## src/rtl/uart_pkg.sv

```systemverilog
// Shared UART definitions: receiver FSM encoding and link constants common to both ends.
package uart_pkg;

  localparam int UART_DATA_BITS            = 8;
  localparam int UART_DEFAULT_CLKS_PER_BIT = 50;

  typedef enum logic [2:0] {
    RX_IDLE,
    RX_START,
    RX_DATA,
    RX_STOP,
    RX_WAIT_IDLE
  } rx_state_t;

endpackage

```

## src/rtl/uart_rx_receiver_if.sv

```systemverilog
// Byte-side and pin-side signals of the UART receiver, bundled for the consumer.
// Handshake: RxFull acts as valid and stays high with RxData stable until the consumer
// pulses RxRead for one cycle; the byte is consumed on that edge and RxFull drops next cycle.
interface uart_rx_receiver_if;
  import uart_pkg::*;

  logic                      RxLine;
  logic                      RxRead;
  logic [UART_DATA_BITS-1:0] RxData;
  logic                      RxFull;
  logic                      FrameErr;
  logic                      Overrun;
  logic                      RxBusy;
  rx_state_t                 dbg_state;

  modport master (
    output RxLine, RxRead,
    input  RxData, RxFull, FrameErr, Overrun, RxBusy, dbg_state
  );

  modport slave (
    input  RxLine, RxRead,
    output RxData, RxFull, FrameErr, Overrun, RxBusy, dbg_state
  );
endinterface

```

## src/rtl/uart_rx_receiver_sync_2ff.sv

```systemverilog
// Two-flop synchronizer for the asynchronous serial line; resets to the idle (high) level.
module sync_2ff (
  input  logic clk,
  input  logic rst,
  input  logic d,
  output logic q
);
  logic s1;

  always_ff @(posedge clk) begin
    if (rst) begin
      s1 <= 1'b1;
      q  <= 1'b1;
    end else begin
      s1 <= d;
      q  <= s1;
    end
  end
endmodule

```

## src/rtl/uart_rx_receiver.sv

```systemverilog
// 8N1 UART receiver: mid-bit sampling FSM plus a one-byte holding register with
// framing-error and overrun flags.
module uart_rx_receiver
  import uart_pkg::*;
#(
  parameter int CLKS_PER_BIT = UART_DEFAULT_CLKS_PER_BIT
) (
  input  logic                Enable,
  input  logic                Reset,
  uart_rx_receiver_if.slave   rx
);
  localparam int DATA_BITS = UART_DATA_BITS;
  localparam int CW        = $clog2(CLKS_PER_BIT);
  localparam logic [CW-1:0] CNT_LAST  = CW'(CLKS_PER_BIT - 1);
  localparam logic [CW-1:0] HALF_LAST = CW'(CLKS_PER_BIT / 2 - 1);
  localparam logic [2:0]    IDX_LAST  = 3'(DATA_BITS - 1);

  if (CLKS_PER_BIT < 4) begin : g_bad_cfg
    $error("uart_rx_receiver: CLKS_PER_BIT must be >= 4");
  end

  logic rx_s;

  sync_2ff u_sync (
    .clk (Enable),
    .rst (Reset),
    .d   (rx.RxLine),
    .q   (rx_s)
  );

  rx_state_t            state, state_n;
  logic [CW-1:0]        cnt, cnt_n;
  logic [2:0]           idx, idx_n;
  logic [DATA_BITS-1:0] shreg, shreg_n;
  logic                 good_n, ferr_set;
  logic                 load_pend;

  logic [DATA_BITS-1:0] data_q;
  logic                 full_q, ferr_q, ovr_q;

  always_comb begin
    state_n  = state;
    cnt_n    = cnt;
    idx_n    = idx;
    shreg_n  = shreg;
    good_n   = 1'b0;
    ferr_set = 1'b0;
    case (state)
      RX_IDLE: begin
        if (!rx_s) begin
          state_n = RX_START;
          cnt_n   = '0;
        end
      end
      RX_START: begin
        // Half a bit after the edge: a high line here means it was only a glitch.
        if (cnt == HALF_LAST) begin
          cnt_n = '0;
          if (!rx_s) begin
            state_n = RX_DATA;
            idx_n   = '0;
          end else begin
            state_n = RX_IDLE;
          end
        end else begin
          cnt_n = cnt + 1'b1;
        end
      end
      RX_DATA: begin
        if (cnt == CNT_LAST) begin
          cnt_n          = '0;
          shreg_n[idx]   = rx_s;
          if (idx == IDX_LAST) state_n = RX_STOP;
          else                 idx_n   = idx + 3'd1;
        end else begin
          cnt_n = cnt + 1'b1;
        end
      end
      RX_STOP: begin
        if (cnt == CNT_LAST) begin
          cnt_n = '0;
          if (rx_s) begin
            state_n = RX_IDLE;
            good_n  = 1'b1;
          end else begin
            state_n  = RX_WAIT_IDLE;
            ferr_set = 1'b1;
          end
        end else begin
          cnt_n = cnt + 1'b1;
        end
      end
      RX_WAIT_IDLE: begin
        if (rx_s) state_n = RX_IDLE;
      end
      default: state_n = RX_IDLE;
    endcase
  end

  always_ff @(posedge Enable) begin
    if (Reset) begin
      state     <= RX_IDLE;
      cnt       <= '0;
      idx       <= '0;
      shreg     <= '0;
      load_pend <= 1'b0;
      data_q    <= '0;
      full_q    <= 1'b0;
      ferr_q    <= 1'b0;
      ovr_q     <= 1'b0;
    end else begin
      state     <= state_n;
      cnt       <= cnt_n;
      idx       <= idx_n;
      shreg     <= shreg_n;
      load_pend <= good_n;

      if (rx.RxRead) begin
        ferr_q <= 1'b0;
        if (full_q) begin
          full_q <= 1'b0;
          ovr_q  <= 1'b0;
        end
      end

      // A read in the same cycle as the load frees the slot, so the new byte is kept.
      if (load_pend) begin
        if (!full_q || rx.RxRead) begin
          data_q <= shreg;
          full_q <= 1'b1;
          ferr_q <= 1'b0;
          ovr_q  <= 1'b0;
        end else begin
          ovr_q <= 1'b1;
        end
      end

      if (ferr_set) ferr_q <= 1'b1;
    end
  end

  assign rx.RxData    = data_q;
  assign rx.RxFull    = full_q;
  assign rx.FrameErr  = ferr_q;
  assign rx.Overrun   = ovr_q;
  assign rx.RxBusy    = (state != RX_IDLE);
  assign rx.dbg_state = state;
endmodule

```

## src/flat_wrapper.sv

```systemverilog
// flat-port wrapper written by rule: the top's interface ports become plain ports
module uart_rx_receiver_flat import uart_pkg::*;
#(
  parameter int CLKS_PER_BIT = UART_DEFAULT_CLKS_PER_BIT
)
  (Enable, Reset, rx_RxLine, rx_RxRead, rx_RxData, rx_RxFull, rx_FrameErr, rx_Overrun, rx_RxBusy, rx_dbg_state);
  uart_rx_receiver_if rx_i ();
  input  logic Enable;
  input  logic Reset;
  input wire logic [$bits(rx_i.RxLine)-1:0] rx_RxLine;
  input wire logic [$bits(rx_i.RxRead)-1:0] rx_RxRead;
  output wire logic [$bits(rx_i.RxData)-1:0] rx_RxData;
  output wire logic [$bits(rx_i.RxFull)-1:0] rx_RxFull;
  output wire logic [$bits(rx_i.FrameErr)-1:0] rx_FrameErr;
  output wire logic [$bits(rx_i.Overrun)-1:0] rx_Overrun;
  output wire logic [$bits(rx_i.RxBusy)-1:0] rx_RxBusy;
  output wire logic [$bits(rx_i.dbg_state)-1:0] rx_dbg_state;
  assign rx_i.RxLine = rx_RxLine;
  assign rx_i.RxRead = rx_RxRead;
  assign rx_RxData = rx_i.RxData;
  assign rx_RxFull = rx_i.RxFull;
  assign rx_FrameErr = rx_i.FrameErr;
  assign rx_Overrun = rx_i.Overrun;
  assign rx_RxBusy = rx_i.RxBusy;
  assign rx_dbg_state = rx_i.dbg_state;
  uart_rx_receiver #(.CLKS_PER_BIT(CLKS_PER_BIT)) u_core (.Enable(Enable), .Reset(Reset), .rx(rx_i));
endmodule
```

## config.mk

```make
export PLATFORM = sky130hd
export DESIGN_NAME = uart_rx_receiver_flat
export DESIGN_NICKNAME = d
export VERILOG_FILES = /design/src/rtl/uart_pkg.sv /design/src/rtl/uart_rx_receiver_if.sv /design/src/rtl/uart_rx_receiver_sync_2ff.sv /design/src/rtl/uart_rx_receiver.sv /design/src/flat_wrapper.sv
export SDC_FILE = /design/constraint.sdc
export NUM_CORES = 1
export LEC_CHECK = 0
export BUFFER_PORTS_ARGS = -buffer_cell sky130_fd_sc_hd__buf_2
export CAP_MARGIN = 20
export CELL_PAD_IN_SITES_DETAIL_PLACEMENT = 1
export CELL_PAD_IN_SITES_GLOBAL_PLACEMENT = 1
export CORE_MARGIN = 10
export CORE_UTILIZATION = 33
export CTS_CLUSTER_DIAMETER = 30
export CTS_CLUSTER_SIZE = 25
export DETAILED_ROUTE_END_ITERATION = 16
export GPL_TIMING_DRIVEN = 1
export PLACE_DENSITY_LB_ADDON = 0.3
export SLEW_MARGIN = 20
export SYNTH_ARGS = -nofsm -noshare
export SYNTH_HDL_FRONTEND = slang
export SYNTH_HIERARCHICAL = 1
export SYNTH_SLANG_ARGS = --single-unit
export TNS_END_PERCENT = 10
```

## constraint.sdc

```tcl
create_clock -name Enable -period 1.46 [get_ports Enable]
set_input_delay 0.146 -clock Enable [delete_from_list [all_inputs] [get_ports Enable]]
set_output_delay 0.146 -clock Enable [all_outputs]
set_load 0.05 [all_outputs]
```

==> results of run 1 <==
[flip-flops by register name (all words and copies together) (netlist names)]
signal / cells
u_core/u_sync/s1: 1
u_core/rx.RxFull: 1
u_core/rx.dbg_state: 3
u_core/load_pend: 1
u_core/rx.RxData: 8
u_core/idx: 3
u_core/rx.Overrun: 1
u_core/cnt: 6
u_core/u_sync/q: 1
u_core/shreg: 8
u_core/rx.FrameErr: 1
[critical path, cell delays in order (launching register included)]
cell and delay, ns:
dfxtp_2 0.33, inv_2 0.07, ha_4 0.11, nor4bb_1 0.19, buf_4 0.20, nand4_1 0.10, a32oi_2 0.29, mux2i_1 0.25
[stage by stage]
stage / setup WS [ns] / TNS [ns] / power, W / cells
after floorplan: -0.05310 / -0.2360 / 0.001215 / 183
after global placement: -0.1100 / -0.7801 / 0.001329 / 279
after detailed placement: -0.1955 / -1.380 / 0.001344 / 279
after CTS: -0.1887 / -1.369 / 0.002367 / 288
after global routing: -0.2350 / -2.527 / 0.002480 / 288
final: -0.1448 / -0.9647 / 0.002348 / 288
[cell type report]
cell class / instances / share of cell area
inverters: 5 / 0.008741
multi-input cells: 130 / 0.4231
clock buffers: 6 / 0.04371
well taps: 67 / 0.03904
repair buffers: 44 / 0.1445
clock inverters: 2 / 0.01807
flip-flops and latches: 34 / 0.3228
[routing by layer]
metal  wire [µm]  track usage  share of wire
met3         145      0.03242          0.034
met2        2262       0.1961           0.53
met4          85      0.04775          0.020
met1        1756       0.1128           0.41
met5           0            0              0
[worst paths after layout]
path / endpoint / slack, ns / depth (start not counted)
setup / recovery: u_core/idx[2]$_SDFFE_PP0P_ / -0.14 / 7
hold / removal: u_core/u_sync/s1$_SDFF_PP1_ / 0.04 / 2
setup reg to reg: u_core/idx[2]$_SDFFE_PP0P_ / -0.14 / 7
hold reg to reg: u_core/u_sync/q$_SDFF_PP1_ / 0.42 / 1
[cell usage in the layout, fill, tap and decap left out, types with 3 or more instances in the layout]
master,instances
dfxtp_1,26
inv_1,4
nor3b_1,3
nor2_1,24
buf_2,17
nand3_1,7
o21ai_1,4
dfxtp_2,7
nand2_1,8
o21ai_0,5
a21oi_1,11
clkbuf_8,5
mux2i_1,11
nor2b_1,4
ha_1,3
buf_4,23
nand2b_1,5
nand3b_1,3
nand4_1,5
xnor2_1,6
[timing repair]
| item | 4_1_cts | 5_1_grt |
|---|---|---|
| hold endpoints to repair | 0 | 0 |
| setup endpoints to repair | 19 | 23 |
| cloned | 0 | 0 |
| pin swaps | 3 | 8 |
| resized for setup | 7 | 11 |
| buffers inserted | 1 | 0 |
[Yosys cell counts, types with 2 or more instances]
cell type  count
a31oi_1        2
o31ai_1        3
clkbuf_1       9
nor2b_1        4
or2_1          2
a21oi_1       12
nor2_1        24
nand2_1        8
o21ai_0        5
o21ai_1        4
a211oi_1       2
buf_2          3
inv_1          5
nand2b_1       5
mux2i_1       11
nand3_1        7
dfxtp_1       34
nand3b_1       3
xnor2_1        6
nor3b_1        3
ha_1           5
nand4_1        5
[kinds of logic (layout without fill, tap and decap cells)]
logic type | after synthesis | in the layout | share of synthesized area
AND/OR/NAND/NOR | 71 | 71 | 0.2400
XOR/XNOR | 7 | 7 | 0.03781
multiplexers | 11 | 11 | 0.06790
buffers and inverters | 19 | 57 | 0.04861
flip-flops | 34 | 34 | 0.4198
AO/OA/AOI/OAI | 36 | 36 | 0.1474
adder cells (fa/ha/maj) | 5 | 5 | 0.03858
[where the power goes]
group / internal (W) / total [W] / leakage (nW) / switching, W
registers: 0.000950 / 0.000973 / 0.279 / 0.0000236
clock network: 0.000615 / 0.000978 / 0.0665 / 0.000363
logic: 0.000179 / 0.000397 / 0.535 / 0.000218
==> impl_summary.log, run 1 <==
[metrics] status: complete, but fails checks
[metrics] violations in the final reports: setup timing
[metrics] area of the core: 0.004755 mm²
[metrics] number of hold violations in the final report: 0
[metrics] via count of the routed design: 1454
[metrics] FFs w/ async S/R, synth: 0
[metrics] flip-flop cell with the highest count after synthesis: dfxtp_1
[metrics] Die Y: 90.10 µm
[metrics] area of the multi-input gates: 908.4 µm²
[metrics] gate count of the mapped netlist: 183
[metrics] crit path DAT: 1.81 ns
[metrics] worst-case clock skew: 0.004392 ns
[metrics] vias in the first global route: 1510
[metrics] leakage power total: 0.8801 nW
[metrics] number of rows in the core area: 25
[metrics] Crit path required time: 1.67 ns
[metrics] Max-slew headroom: 0.7664
[metrics] register bit count reported by yosys: 34
[metrics] unrepaired setup endpoints after global routing: true
[metrics] endpoints failing setup: 13
[metrics] Pins Over Slew Limit: 0
[metrics] total wire length: 4.249 mm
[metrics] post-synthesis sequential area ratio: 0.4198
[metrics] area post-placement: 0.001943 mm²
[metrics] share of the cycle needed by the critical path after routing: 1.099
[metrics] root buffer selected by CTS: clkbuf_8
[metrics] die area: 0.008118 mm²
[metrics] vias per inst: 5.049
[metrics] utilization of the core after routing: 0.4516
[metrics] number of routed nets with antenna violations: 0
[metrics] highest attainable clock frequency: 623.1 MHz
[metrics] Final min period: 1.605 ns
[metrics] type of the worst setup path: flop to flop
[metrics] post-synth top area share: 0.4198
[metrics] cts bufs inserted: 5
[metrics] drt initial violations: 87
[metrics] FF/Latch Area: 693.2 µm²
[metrics] global-route wire length before repair: 7.389 mm
[metrics] clock-pin slew of the registers on the worst-case setup and hold paths: 0.07 ns
[metrics] antenna fix cells: 0
[metrics] Worst setup SP type: flop
[metrics] Final HPWL DP: 3.229 mm
[metrics] number of flops mapped to enable cells by yosys: 0
[metrics] r2r startpoint: u_core/cnt[1]$_SDFFE_PP0P_
[metrics] top cells by area in the synthesized netlist: dfxtp_1 (42%), mux2i_1 (6.8%), nor2_1 (5.6%)
[metrics] detailed-routing iteration count for the pre-antenna-repair pass: 4
[metrics] synthesis warning total: 6
[metrics] number of I/O port buffers: 18
[metrics] Die W: 90.10 µm
[metrics] final-stage net count: 229
[metrics] final instance area: 0.002147 mm²
[metrics] pin count of the biggest net entering global routing: 24
[metrics] H-tree levels: 2
[metrics] GRT Residual Overflow: 0
[metrics] largest driver fanout on the critical path: 8
[metrics] boundary pin count: 19
[metrics] layout-stage area growth over the synthesis result: 32.41%
[metrics] Routed wire per std cell: 14.75 µm
[metrics] critical path capture point type: flop
[metrics] Worst Hold Slack: 0.03615 ns
[metrics] drt drc: 0
[metrics] min-delay src: rx_RxLine
[metrics] Net Count, Synth: 192
[metrics] antenna violations before repair: 0
[metrics] number of violations of the max-capacitance limit: 0
[metrics] post-synth cell types: 43
[metrics] fillcell total: 587
[metrics] beginning of the critical path: u_core/cnt[1]$_SDFFE_PP0P_
[metrics] area leader, netlist: dfxtp_1
[metrics] CTS tree: done
[metrics] transition time of the tightest slew-check pin: 0.3456 ns
[metrics] worst hold path class: input pin to flop
[metrics] RD Place Congestion: 0.8134
[metrics] Mean Syn Cell Area: 8.861 µm²
[metrics] maximum count of clock buffers along a single path: 2
[metrics] sinks on the clock net: 34
[metrics] GRT Overall Usage: 0.1084
[metrics] starting utilization of the core area: 0.3411
[metrics] insertion delay to the later sink of the worst-skew pair: 0.29 ns
[metrics] hold buffer count at CTS: 0
[metrics] Post-Synthesis Cell Area: 0.001622 mm²
[metrics] power per cell area: 1094 mW/mm²
[metrics] Setup WS post-layout: -0.1448 ns
[metrics] worst-case vdd ir drop: 0.4242 mV
[metrics] ratio of cells with drive above 1 in the final layout: 0.3213
Note: power is estimated with default switching activity, not from simulation.
==> inputs of run 2 (changes only) <==
--- a/config.mk
+++ b/config.mk
@@ -5,6 +5,7 @@
 export SDC_FILE = /design/constraint.sdc
 export NUM_CORES = 1
 export LEC_CHECK = 0
+export ABC_AREA = 1
 export BUFFER_PORTS_ARGS = -buffer_cell sky130_fd_sc_hd__buf_2
 export CAP_MARGIN = 20
 export CELL_PAD_IN_SITES_DETAIL_PLACEMENT = 1
@@ -15,7 +16,7 @@
 export CTS_CLUSTER_SIZE = 25
 export DETAILED_ROUTE_END_ITERATION = 16
 export GPL_TIMING_DRIVEN = 1
-export PLACE_DENSITY_LB_ADDON = 0.3
+export PLACE_DENSITY_LB_ADDON = 0.1
 export SLEW_MARGIN = 20
 export SYNTH_ARGS = -nofsm -noshare
 export SYNTH_HDL_FRONTEND = slang
==> constraint.sdc (replaced) <==
create_clock -name Enable -period 1.46 [get_ports Enable]
set_input_delay 0 -clock Enable [delete_from_list [all_inputs] [get_ports Enable]]
set_output_delay 0 -clock Enable [all_outputs]
set_load 0.05 [all_outputs]
==> run 2 against run 1 <==
  * The flow now finishes without violations
  * Cell area decreased by 2.4%
  * Via count grew 2.7%
  * Clock skew hardly changed
  * Total power rose by 47%
  * Critical endpoint is now u_core/cnt[2]$_SDFFE_PP0P_
  * Die area up 3.2%
==> impl_summary.log, run 2 <==
[metrics] met1 layer usage reported by global route: 0.1318
[metrics] worst-case vdd ir drop: 0.7353 mV
[metrics] unrepaired setup endpoints after global routing: true
[metrics] GR peak layer: met2
[metrics] GRT Residual Overflow: 0
[metrics] combinational fraction of design power: 0.474
[metrics] area of the core: 0.004848 mm²
[metrics] xor and xnor fraction of the mapped netlist area: 0.02076
[metrics] CTS tree: done
[metrics] combinational family with the most area after synthesis: simple AND/OR/NAND/NOR gates
[metrics] utilization of the core after routing: 0.4323
[metrics] number of flops mapped to enable cells by yosys: 0
[metrics] area leader, netlist: dfxtp_1
[metrics] multiplexer share of the synthesized area: 0
[metrics] cts bufs inserted: 5
[metrics] ratio of cells with drive above 1 in the final layout: 0.2966
[metrics] insertion delay to the later sink of the worst-skew pair: 0.28 ns
[metrics] number of I/O port buffers: 18
[metrics] endpoints failing setup: 0
[metrics] post-synth top area share: 0.4033
[metrics] worst-case clock skew: 0.004742 ns
[metrics] antenna fix cells: 0
[metrics] most instantiated library cell after synthesis: nand2_1
[metrics] Die Y: 91.52 µm
[metrics] Final HPWL DP: 3.090 mm
[metrics] FF/Latch Area: 690.7 µm²
[metrics] met2 track demand over resource: 0.1570
[metrics] global-route wire length before repair: 7.100 mm
[metrics] power per cell area: 1650 mW/mm²
[metrics] post-synthesis sequential area ratio: 0.4033
[metrics] register bit count reported by yosys: 34
[metrics] H-tree levels: 2
[metrics] Clk pwr share: 0.193
[metrics] Routed wire per std cell: 12.56 µm
[metrics] transition time of the tightest slew-check pin: 0.3833 ns
[metrics] largest driver fanout on the critical path: 7
[metrics] share of the cycle needed by the critical path after routing: 0.9298
[metrics] share of synthesized cell area in and, or, nand and nor gates: 0.2847
[metrics] total power of the final layout: 0.003457 W
[metrics] die area: 0.008375 mm²
[metrics] number of routed nets with antenna violations: 0
[metrics] Worst setup SP type: flop
[metrics] Crit path required time: 1.65 ns
[metrics] FFs w/ async S/R, synth: 0
[metrics] number of hold violations in the final report: 0
[metrics] pin count of the biggest net entering global routing: 18
[metrics] drt initial violations: 59
[metrics] GRT Overall Usage: 0.1020
[metrics] Global Route met3 Usage: 0.03210
[metrics] final-stage net count: 272
[metrics] antenna violations before repair: 0
[metrics] type of the worst setup path: flop to flop
[metrics] critical path capture point type: flop
[metrics] synthesized-area fraction occupied by ao, oa, aoi and oai cells: 0.1394
[metrics] Final min period: 1.358 ns
[metrics] portion of total power attributed to sequential cells: 0.333
[metrics] Worst Hold Slack: 0.02447 ns
[metrics] layout-stage area growth over the synthesis result: 24.17%
[metrics] root buffer selected by CTS: clkbuf_8
[metrics] synthesis warning total: 6
[metrics] maximum count of clock buffers along a single path: 2
[metrics] RD Place Congestion: 0.8173
[metrics] status: finished, final reports clean
[metrics] total wire length: 4.144 mm
[metrics] drt drc: 0
[metrics] highest attainable clock frequency: 736.6 MHz
[metrics] net switching component of the power: 0.001493 W
[metrics] clock-pin slew of the registers on the worst-case setup and hold paths: 0.07 ns
[metrics] leakage power total: 0.9756 nW
[metrics] detailed-routing iteration count for the pre-antenna-repair pass: 3
[metrics] area of the multi-input gates: 853.3 µm²
[metrics] Net Count, Synth: 237
[metrics] sinks on the clock net: 34
[metrics] leading cell type in the layout, fill and taps excluded: nand2_1
[metrics] Power Internal: 0.001964 W
[metrics] top cells by area in the synthesized netlist: dfxtp_1 (40%), nand2_1 (8.5%), inv_1 (8.0%)
[metrics] worst hold path class: input pin to flop
[metrics] Worst Reg-to-Reg Cells: 9
[metrics] most frequent cells in the layout: nand2_1 (38), inv_1 (34), dfxtp_1 (28)
[metrics] crit path DAT: 1.55 ns
[metrics] fillcell total: 622
[metrics] Die W: 91.52 µm
[metrics] number of rows in the core area: 25
[metrics] proportion of total power due to net switching: 0.4319
[metrics] Commonest cells post-synth: nand2_1 (38), inv_1 (36), dfxtp_1 (34)
[metrics] Pins Over Slew Limit: 0
[metrics] cell depth of the worst hold path: 4
[metrics] number of violations of the max-capacitance limit: 0
[metrics] Mean Syn Cell Area: 7.403 µm²
[metrics] post-synth cell types: 29
[metrics] starting utilization of the core area: 0.3481
[metrics] Max-slew headroom: 0.7442
[metrics] gate count of the mapped netlist: 228
[metrics] post-synthesis share of cell area spent on full adders, half adders and majority gates: 0.03706
[metrics] vias per inst: 4.524
[metrics] flip-flop cell with the highest count after synthesis: dfxtp_1
[metrics] vias in the first global route: 1507
[metrics] boundary pin count: 19
[metrics] via count of the routed design: 1493
[metrics] Post-Synthesis Cell Area: 0.001688 mm²
## run 2: changes by cell type in the layout (fill, tap and decap cells not counted), moves of 6 or more
cell     previous run  this run
o21ai_1             4        10
inv_1               4        34
inv_2               1         9
nand2_1             8        38
nor2_1             24        16
a21oi_1            11        22
buf_4              23        13
mux2i_1            11         0
## run 2: per-stage QoR
stage | instances | setup slack, ns | instance area (µm²) | setup TNS [ns]
floorplan | 228 | 0.08468 | 1692 | 0
global placement | 313 | -0.008666 | 1893 | -0.01477
detailed placement | 313 | 0.0001913 | 1893 | 0
CTS | 321 | 0.004386 | 1987 | 0
global route | 330 | -0.01472 | 2096 | -0.06033
finish | 330 | 0.1024 | 2096 | 0
## run 2: routing by layer
metal	share of wire	routed length, µm
met1	0.50	2060
met5	0	0
met2	0.46	1888
met3	0.034	142
met4	0.013	53
## run 2: path summary, 6_finish.rpt
| check | start | to | slack [ns] |
|---|---|---|---|
| max | u_core/cnt[1]$_SDFFE_PP0P_ | u_core/cnt[2]$_SDFFE_PP0P_ | 0.10 |
| min | rx_RxRead | u_core/rx.FrameErr$_SDFF_PP0_ | 0.02 |
| max reg2reg | u_core/cnt[1]$_SDFFE_PP0P_ | u_core/cnt[2]$_SDFFE_PP0P_ | 0.10 |
| min reg2reg | u_core/u_sync/s1$_SDFF_PP1_ | u_core/u_sync/q$_SDFF_PP1_ | 0.41 |
## run 2: kinds of logic (layout without fill, tap and decap cells)
group                      after synthesis  after routing
AOI/OAI and AO/OA                       45             45
xor gates and xnor gates                 4              4
DFF                                     34             34
and+or+nand+nor                         90             90
buffers and inverters                   50             85
adders and majority gates                5              5
## run 2: cell type report
type,count,share of cell area
multi-input cells,144,0.4072
flip-flops and latches,34,0.3296
repair buffers,33,0.1039
inverters,45,0.08179
well taps,67,0.04000
clock buffers,5,0.03284
clock inverters,2,0.004776
## run 2: power by group through the flow
| stage | sequential [W] | combinational (W) | clock (W) |
|---|---|---|---|
| floorplan | 0.00123 | 0.000978 | 0 |
| global route | 0.00117 | 0.00184 | 0.000747 |
| detailed placement | 0.00116 | 0.00135 | 0 |
| CTS | 0.00114 | 0.00136 | 0.000693 |
| finish | 0.00115 | 0.00164 | 0.000666 |
| global placement | 0.00115 | 0.00135 | 0 |
## run 2: repair_timing
item | 4_1_cts | 5_1_grt
hold endpoints to repair | 1 | 0
pin swaps | 0 | 5
hold buffers | 1 | 0
endpoints found under the setup margin | 2 | 16
gates resized for setup | 1 | 12
setup buffers | 0 | 9
## run 2: worst max-delay path, stage by stage (launching register included)
cell and delay [ns]:
dfxtp_2 0.34, inv_2 0.06, ha_1 0.18, nand3_4 0.16
nand2_4 0.14, nand3_4 0.11, nor2_4 0.12, nor2_4 0.04
nand2_1 0.06, inv_1 0.03
==> inputs of run 3 (changes only) <==
==> constraint.sdc (replaced) <==
create_clock -name Enable -period 1.35 [get_ports Enable]
set_input_delay 0 -clock Enable [delete_from_list [all_inputs] [get_ports Enable]]
set_output_delay 0 -clock Enable [all_outputs]
set_load 0.02 [all_outputs]
==> run 3 against run 2 <==
  * Non-clock buffer count up 7
  * First-iteration DRC count increased by 1.7%
  * Sequential share of layout area fell by 1.6 points
  * Total power is 8.8% higher
  * Count of clock-buffer cells in the layout increased by 2
  * Cell count up 2.4%
  * Maximum frequency is 0.73% higher
  * Routed wire length down 1.7%
  * Utilization grew 2.1 points
  * Die area did not move
  * Clock skew is 0.0029 ns lower
  * Highest routed layer unchanged
==> impl_summary.log, run 3 (synthesis gave the netlist of run 2 again) <==
[metrics] status: finished, final reports clean
[metrics] insertion delay to the later sink of the worst-skew pair: 0.28 ns
[metrics] final-stage net count: 279
[metrics] drt initial violations: 60
[metrics] die area: 0.008375 mm²
[metrics] unrepaired setup endpoints after global routing: true
[metrics] worst hold path class: input pin to flop
[metrics] cells along the critical path: inv_2 > ha_1 > nand2_1 > inv_1 > nand3_2 > nand2_4 > nand3_4 > nor2_4 > nor2_4 > nand2_1 > inv_1
[metrics] Worst R2R End: u_core/cnt[2]$_SDFFE_PP0P_
[metrics] most frequent cells in the layout: nand2_1 (37), inv_1 (33), dfxtp_1 (30)
[metrics] Crit path required time: 1.54 ns
[metrics] setup_tns: 0 ns
[metrics] via count of the routed design: 1519
[metrics] antenna violations before repair: 0
[metrics] number of I/O port buffers: 18
[metrics] detailed-routing iteration count for the pre-antenna-repair pass: 4
[metrics] share of the cycle needed by the critical path after routing: 0.9984
[metrics] Routed wire per std cell: 12.05 µm
[metrics] global-route wire length before repair: 7.417 mm
[metrics] Die Y: 91.52 µm
[metrics] Pins Over Slew Limit: 0
[metrics] GRT Overall Usage: 0.1053
[metrics] largest driver fanout on the critical path: 3
[metrics] antenna fix cells: 0
[metrics] area of the core: 0.004848 mm²
[metrics] number of hold violations in the final report: 0
[metrics] leading cell type in the layout, fill and taps excluded: nand2_1
[metrics] transition time of the tightest slew-check pin: 0.4001 ns
[metrics] Die W: 91.52 µm
[metrics] endpoints failing setup: 0
[metrics] DP Cell Count: 327
[metrics] worst-case clock skew: 0.001808 ns
[metrics] total wire length: 4.074 mm
[metrics] vias per inst: 4.494
[metrics] crit path DAT: 1.53 ns
[metrics] power per cell area: 1712 mW/mm²
[metrics] maximum count of clock buffers along a single path: 2
[metrics] min-delay src: rx_RxRead
[metrics] ratio of cells with drive above 1 in the final layout: 0.3358
[metrics] starting utilization of the core area: 0.3481
[metrics] number of rows in the core area: 25
[metrics] Setup WS post-layout: 0.002224 ns
[metrics] type of the worst setup path: flop to flop
[metrics] area post-placement: 0.001999 mm²
[metrics] boundary pin count: 19
[metrics] H-tree levels: 2
[metrics] cell depth of the worst hold path: 4
[metrics] critical path capture point type: flop
[metrics] Worst Reg-to-Reg Cells: 11
[metrics] number of routed nets with antenna violations: 0
[metrics] worst-case vdd ir drop: 0.8070 mV
[metrics] RD Place Congestion: 0.7836
[metrics] pin count of the biggest net entering global routing: 17
[metrics] final cell count without fillers: 338
[metrics] layout-stage area growth over the synthesis result: 30.17%
[metrics] capture endpoint of the worst hold path: u_core/rx.RxFull$_SDFF_PP0_
[metrics] leakage power total: 1.011 nW
[metrics] cts bufs inserted: 5
[metrics] highest attainable clock frequency: 742.0 MHz
[metrics] sinks on the clock net: 34
[metrics] Critical Path Slowest Stage Cell: dfxtp_4
[metrics] drt drc: 0
[metrics] clock-pin slew of the registers on the worst-case setup and hold paths: 0.07 ns
[metrics] Final min period: 1.348 ns
[metrics] Final HPWL DP: 3.240 mm
[metrics] CTS tree: done
[metrics] r2r startpoint: u_core/cnt[0]$_SDFFE_PP0P_
[metrics] GRT Residual Overflow: 0
[metrics] Worst Setup Slack post-DPL: -0.07351 ns
[metrics] Worst setup SP type: flop
[metrics] total power of the final layout: 0.003762 W
[metrics] maximum single-stage delay on the critical path: 0.36 ns
[metrics] Max-slew headroom: 0.7330
[metrics] minimum setup slack among reg-to-reg paths: 0.002 ns
[metrics] root buffer selected by CTS: clkbuf_8
[metrics] number of violations of the max-capacitance limit: 0
[metrics] vias in the first global route: 1659
[metrics] final instance area: 0.002197 mm²
## run 3: timing repair
item | 4_1_cts | 5_1_grt
setup endpoints to repair | 17 | 18
hold buffers | 1 | 0
setup buffers | 1 | 1
endpoints found under the hold margin | 1 | 0
pin swaps | 5 | 5
gates resized for setup | 20 | 4
## run 3: worst max path at each step
stage | from | endpoint | cells after the start
after CTS | u_core/cnt[0]$_SDFFE_PP0P_ | u_core/cnt[0]$_SDFFE_PP0P_ | 11
after detailed placement | u_core/cnt[0]$_SDFFE_PP0P_ | u_core/idx[0]$_SDFFE_PP0P_ | 10
after global placement | u_core/rx.dbg_state[0]$_SDFFE_PP0P_ | u_core/cnt[5]$_SDFFE_PP0P_ | 7
after global routing | u_core/cnt[1]$_SDFFE_PP0P_ | u_core/rx.dbg_state[1]$_SDFFE_PP0P_ | 11
final | u_core/cnt[0]$_SDFFE_PP0P_ | u_core/cnt[2]$_SDFFE_PP0P_ | 11
after floorplan | u_core/idx[0]$_SDFFE_PP0P_ | u_core/idx[1]$_SDFFE_PP0P_ | 10
## run 3: per-stage QoR
stage          hold WS [ns]    util
2_1_floorplan       0.09175       -
3_3_place_gp         0.1798  0.4124
3_5_place_dp         0.1860  0.4124
4_1_cts             0.01642  0.4495
5_1_grt             0.03971  0.4532
6_report            0.02189  0.4532
## run 3: power by group
group	total, W	switching [W]	internal (W)
Clock	0.000765	0.000354	0.000411
Sequential	0.00121	0.000103	0.00111
Combinational	0.00179	0.00103	0.000755
Total	0.00376	0.00149	0.00227
## run 3: worst max-delay path, delay by kind of cell (launching register included)
kind                     cells  cell delay, ns
flip-flops                   1            0.36
AND/OR/NAND/NOR              7            0.59
buffers and inverters        3            0.16
adder cells (fa/ha/maj)      1            0.14
## run 3: area by class of cell
cell class | count | area (µm²)
fill | 614 | 2651
inverter | 45 | 173.9
clock inverter | 1 | 5.005
sequential | 34 | 688.2
clock buffer | 7 | 86.33
timing repair buffer | 40 | 270.3
multi-input combinational | 144 | 889.6
tap | 67 | 83.83
## run 3: metal layers
| layer | routed length [µm] | part of all wire | vias to the layer above | GRT usage |
|---|---|---|---|---|
| met5 | 0 | 0 | - | 0 |
| met2 | 1946 | 0.48 | 14 | 0.1801 |
| met1 | 1955 | 0.48 | 702 | 0.1219 |
| li1 | - | - | 797 | - |
| met4 | 44 | 0.011 | 0 | 0.03786 |
| met3 | 127 | 0.031 | 6 | 0.02963 |
